`config.mk`:
```
export PLATFORM = sky130hd
export DESIGN_NAME = ha_result_packer
export DESIGN_NICKNAME = d
export VERILOG_FILES = /design/src/rtl/ha_result_packer.sv
export SDC_FILE = /design/constraint.sdc
export NUM_CORES = 1
export LEC_CHECK = 0
export BUFFER_PORTS_ARGS = -buffer_cell sky130_fd_sc_hd__buf_2
export CORE_MARGIN = 1
export CORE_UTILIZATION = 35
export DETAILED_ROUTE_END_ITERATION = 7
export RECOVER_POWER = 25
export REMOVE_ABC_BUFFERS = 1
export SLEW_MARGIN = 10
export SYNTH_ARGS = -nofsm -noshare
export SYNTH_HDL_FRONTEND = slang
export SYNTH_SLANG_ARGS = --single-unit
```
`constraint.sdc`:
```
create_clock -name clk -period 1.62 [get_ports clk]
set_clock_uncertainty 0.05 [all_clocks]
set_input_delay 0.324 -clock clk [delete_from_list [all_inputs] [get_ports clk]]
set_output_delay 0.324 -clock clk [all_outputs]
set_load 0.05 [all_outputs]
```
`src/rtl/ha_result_packer.sv`:
```
// Packs PAIRS successive half-adder {carry,sum} results into one frame word with a saturating total.
// Optional build macro HA_RESULT_CHECK_EN flags the impossible (1,1) pair on out_err.
//
// state   | meaning
// IDLE    | empty frame, waiting for the first pair
// COLLECT | at least one pair held, frame not yet complete
// HOLD    | frame complete, presented on the output until out_ready
module ha_result_packer #(
   parameter int PAIRS = 4,
   parameter int ACC_W = 8
) (
   input  logic                 clk,
   input  logic                 rst_n,
   input  logic                 in_valid,
   output logic                 in_ready,
   input  logic                 in_carry,
   input  logic                 in_sum,
   output logic                 out_valid,
   input  logic                 out_ready,
   output logic [2*PAIRS-1:0]   out_frame,
   output logic [ACC_W-1:0]     out_total,
   output logic                 out_ovf,
   output logic                 out_err,
   output logic                 busy
);

   localparam int IDX_W = $clog2(PAIRS);
   localparam logic [IDX_W-1:0] LAST_IDX  = IDX_W'(PAIRS - 1);
   localparam logic [ACC_W-1:0] TOTAL_MAX = '1;

   typedef enum logic [1:0] {IDLE, COLLECT, HOLD} state_t;

   state_t               state_q, state_d;
   logic [IDX_W-1:0]     idx_q, idx_d;
   logic [2*PAIRS-1:0]   frame_q, frame_d;
   logic [ACC_W-1:0]     total_q, total_d;
   logic                 ovf_q, ovf_d;
   logic [1:0]           pair;
   logic                 accept;
   logic                 release_frame;
   logic [ACC_W:0]       sum_ext;

   assign in_ready      = (state_q != HOLD);
   assign busy          = (state_q == COLLECT);
   assign out_valid     = (state_q == HOLD);
   assign out_frame     = frame_q;
   assign out_total     = total_q;
   assign out_ovf       = ovf_q;

   assign pair          = {in_carry, in_sum};
   assign accept        = in_valid && in_ready;
   assign release_frame = out_valid && out_ready;
   // one extra bit catches the carry-out that triggers saturation
   assign sum_ext       = {1'b0, total_q} + {{(ACC_W-1){1'b0}}, pair};

   always_comb begin
      state_d = state_q;
      idx_d   = idx_q;
      frame_d = frame_q;
      total_d = total_q;
      ovf_d   = ovf_q;

      if (accept) begin
         for (int k = 0; k < PAIRS; k++) begin
            if (idx_q == IDX_W'(k)) frame_d[2*k +: 2] = pair;
         end
         if (sum_ext[ACC_W]) begin
            total_d = TOTAL_MAX;
            ovf_d   = 1'b1;
         end else begin
            total_d = sum_ext[ACC_W-1:0];
         end
         idx_d = idx_q + 1'b1;
      end

      case (state_q)
         IDLE: begin
            if (accept) state_d = COLLECT;
         end
         COLLECT: begin
            if (accept && (idx_q == LAST_IDX)) state_d = HOLD;
         end
         HOLD: begin
            if (release_frame) begin
               state_d = IDLE;
               idx_d   = '0;
               frame_d = '0;
               total_d = '0;
               ovf_d   = 1'b0;
            end
         end
         default: state_d = IDLE;
      endcase
   end

   always_ff @(posedge clk or negedge rst_n) begin
      if (!rst_n) begin
         state_q <= IDLE;
         idx_q   <= '0;
         frame_q <= '0;
         total_q <= '0;
         ovf_q   <= 1'b0;
      end else begin
         state_q <= state_d;
         idx_q   <= idx_d;
         frame_q <= frame_d;
         total_q <= total_d;
         ovf_q   <= ovf_d;
      end
   end

`ifdef HA_RESULT_CHECK_EN
   // a half adder can never assert carry and sum together
   logic err_q, err_d;

   always_comb begin
      err_d = err_q;
      if (accept && in_carry && in_sum) err_d = 1'b1;
      if (release_frame) err_d = 1'b0;
   end

   always_ff @(posedge clk or negedge rst_n) begin
      if (!rst_n) err_q <= 1'b0;
      else        err_q <= err_d;
   end

   assign out_err = err_q;
`else
   assign out_err = 1'b0;
`endif

endmodule
```
==> results.sh <==
export IMPL_pwr_density_cell_nw_per_um2=2030
export IMPL_ys_ff_latch=21
export IMPL_peakVddDrop_mv=0.970
export IMPL_synth_area_leaders="dfrtp_1 (47%), mux2i_1 (7.2%), ha_1 (6.8%), nand3_1 (5.9%), nor2_1 (4.1%)"
export IMPL_seq_area_frac_synth_pct=47.3
export IMPL_drtIter0Drc=34
export IMPL_hpwl_um=1900
export IMPL_hold_viol=0
export IMPL_worst_pin_slew_ps=519
export IMPL_use_met1_pct=21.5
export IMPL_synth_edf_count=0
export IMPL_timing_fmax_mhz=558
export IMPL_syn_avg_cell_area_um2=10.3
export IMPL_core_area_um2=3030
export IMPL_synth_area_um2=1110
export IMPL_start_kind="flop"
export IMPL_multi_input_area_um2=566
export IMPL_dieArea_um2=3400
export IMPL_rows=20
export IMPL_power_leakage_uw=0.000716
export IMPL_dieHeight_um=58.3
export IMPL_drv_slew=0
export IMPL_setup_violations=9
export IMPL_whs_ps=177
export IMPL_max_cap_violations=0
export IMPL_min_period_ps=1790
export IMPL_worstPathArrival_ps=1940
export IMPL_clk_latency_ps=300
export IMPL_post_dp_cell_area_um2=1330
export IMPL_cts_htree_levels=1
export IMPL_cts_num_sinks=21
export IMPL_violations="negative setup slack"
export IMPL_area_growth_pct=29.2
export IMPL_grt_pass1_vias=921
export IMPL_antenna_found_initial=0
export IMPL_power_uw=2910
export IMPL_worst_slack_ps=-171
export IMPL_clkTransAtPathRegs_ps=110
export IMPL_io_pins=27
export IMPL_drc=0
export IMPL_num_vias=922
export IMPL_grt_max_degree=22
export IMPL_synth_flop_cell="dfrtp_1"
export IMPL_synth_top_area_share_pct=47.3
export IMPL_yosysTopAreaCell="dfrtp_1"
export IMPL_start_util_pct=36.7
export IMPL_outcome="finished with violations"
export IMPL_cts_inserted_buffers=3
export IMPL_root_buffer="clkbuf_4"
export IMPL_numPortBuffers=25
export IMPL_wl_um=2510
export IMPL_postRouteAntennaNets=0
export IMPL_holdCritPathClass="input port to flop"
export IMPL_slew_headroom_pct=65.4
export IMPL_nets=158
export IMPL_grt_busiest_layer="met2"
export IMPL_place_congestion=0.767
export IMPL_design_area_um2=1440
export IMPL_cts_tree="done"
export IMPL_synthDistinctLibCells=29
export IMPL_clk_path_buf_depth=2
export IMPL_yosys_cell_count_top_type="dfrtp_1"
export IMPL_gr_usage_met3_pct=5.27
export IMPL_die_x_um=58.3
export IMPL_async_flop_share_pct=100
export IMPL_track_usage_pct=17.3
export IMPL_layout_drive_gt1_share_pct=37.5
export IMPL_nFillCells=289
export IMPL_rsz0062_at_grt="yes"
export IMPL_grt_ovfl_total=0
export IMPL_wl_per_cell_um=13.3
export IMPL_dr_pass1_iters=4
export IMPL_end_kind="flop"
export IMPL_required_ps=1770
export IMPL_use_met2_pct=29.4
export IMPL_cp_max_fo=4
export IMPL_synth_common_cells="dfrtp_1 (21), nand3_1 (13), nor2_1 (12)"
export IMPL_synth_cells=108
export IMPL_diodes=0
export IMPL_place_ws_ps=-405
export IMPL_viasPerCell=4.90
export IMPL_regArea_um2=526
export IMPL_finalCritPeriodShare_pct=111
export IMPL_tns_ps=-1290
export IMPL_synth_warnings=0
export IMPL_crit_type="flop to flop"
export IMPL_grt_pass1_wl_um=4410
-- power by group --
group          total [uW]  switching, uW  internal [uW]
clock network         246            150           96.0
logic                1730           1200            532
registers             932            181            752
-- through the flow --
stage | std cells | util [%]
after floorplan | 103 | -
final | 188 | 47.4
after detailed placement | 180 | 43.8
after global placement | 180 | 43.8
after global routing | 188 | 47.4
after CTS | 186 | 46.4
-- logic make-up after synthesis --
kind of cell               synth area share [%]
and+or+nand+nor                            20.0
AOI/OAI and AO/OA                          8.11
xor gates and xnor gates                   3.15
DFF                                        47.3
other                                     0.338
adders and majority gates                  8.56
muxes                                      7.21
buffers and inverters                      5.29
-- worst paths after layout --
check,start,to,cells after the start,slack (ps)
max,out_total[0],out_total[6],7,-170
min,out_ready,state_q[1],2,180
max reg2reg,out_total[0],out_total[6],7,-170
min reg2reg,state_q[1],state_q[0],1,460
max in group asynchronous,rst_n,out_ovf,2,710
min in group asynchronous,rst_n,out_frame[4],2,460
-- critical path: stages, from the launching register on --
cell	delay, ps
dfrtp_1	370
ha_2	190
inv_2	40
fa_2	350
nor2b_2	130
and3_4	220
a41oi_2	110
a311oi_2	240
-- layout make-up --
| type | instances | area share [%] |
|---|---|---|
| multi-input combinational | 74 | 39.4 |
| sequential | 21 | 36.6 |
| timing repair buffer | 37 | 16.0 |
| tap | 44 | 3.84 |
| inverter | 8 | 2.27 |
| clock buffer | 4 | 1.83 |
-- registers in the layout (all words and copies together), names as in the netlist --
| signal | cells |
|---|---|
| state_q | 2 |
| idx_q | 2 |
| out_frame | 8 |
| out_ovf | 1 |
| out_total | 8 |
-- layer usage --
| layer | part of all wire, % | vias up |
|---|---|---|
| met1 | 43 | 452 |
| li1 | - | 437 |
| met4 | 1.0 | 0 |
| met2 | 51 | 29 |
| met5 | 0 | - |
| met3 | 4.7 | 4 |
-- layout by cell type (no fill, tap or decap), drive strengths merged, types with 2 or more instances in the layout --
master,count
nor2,12
a21oi,7
o211ai,2
mux2i,8
buf,35
ha,6
nand3,13
xnor2,3
nand2,6
clkbuf,5
inv,8
nor2b,2
a311oi,2
dfrtp,21
o21ai,2
-- timing repair --
action / 4_1_cts / 5_1_grt
resized for setup: 11 / 5
setup buffers: 1 / 2
setup endpoints to repair: 10 / 12
pin swaps: 7 / 0
hold buffers: 1 / 0
endpoints found under the hold margin: 21 / 0
No activity file was read; power rests on OpenSTA's default activity.
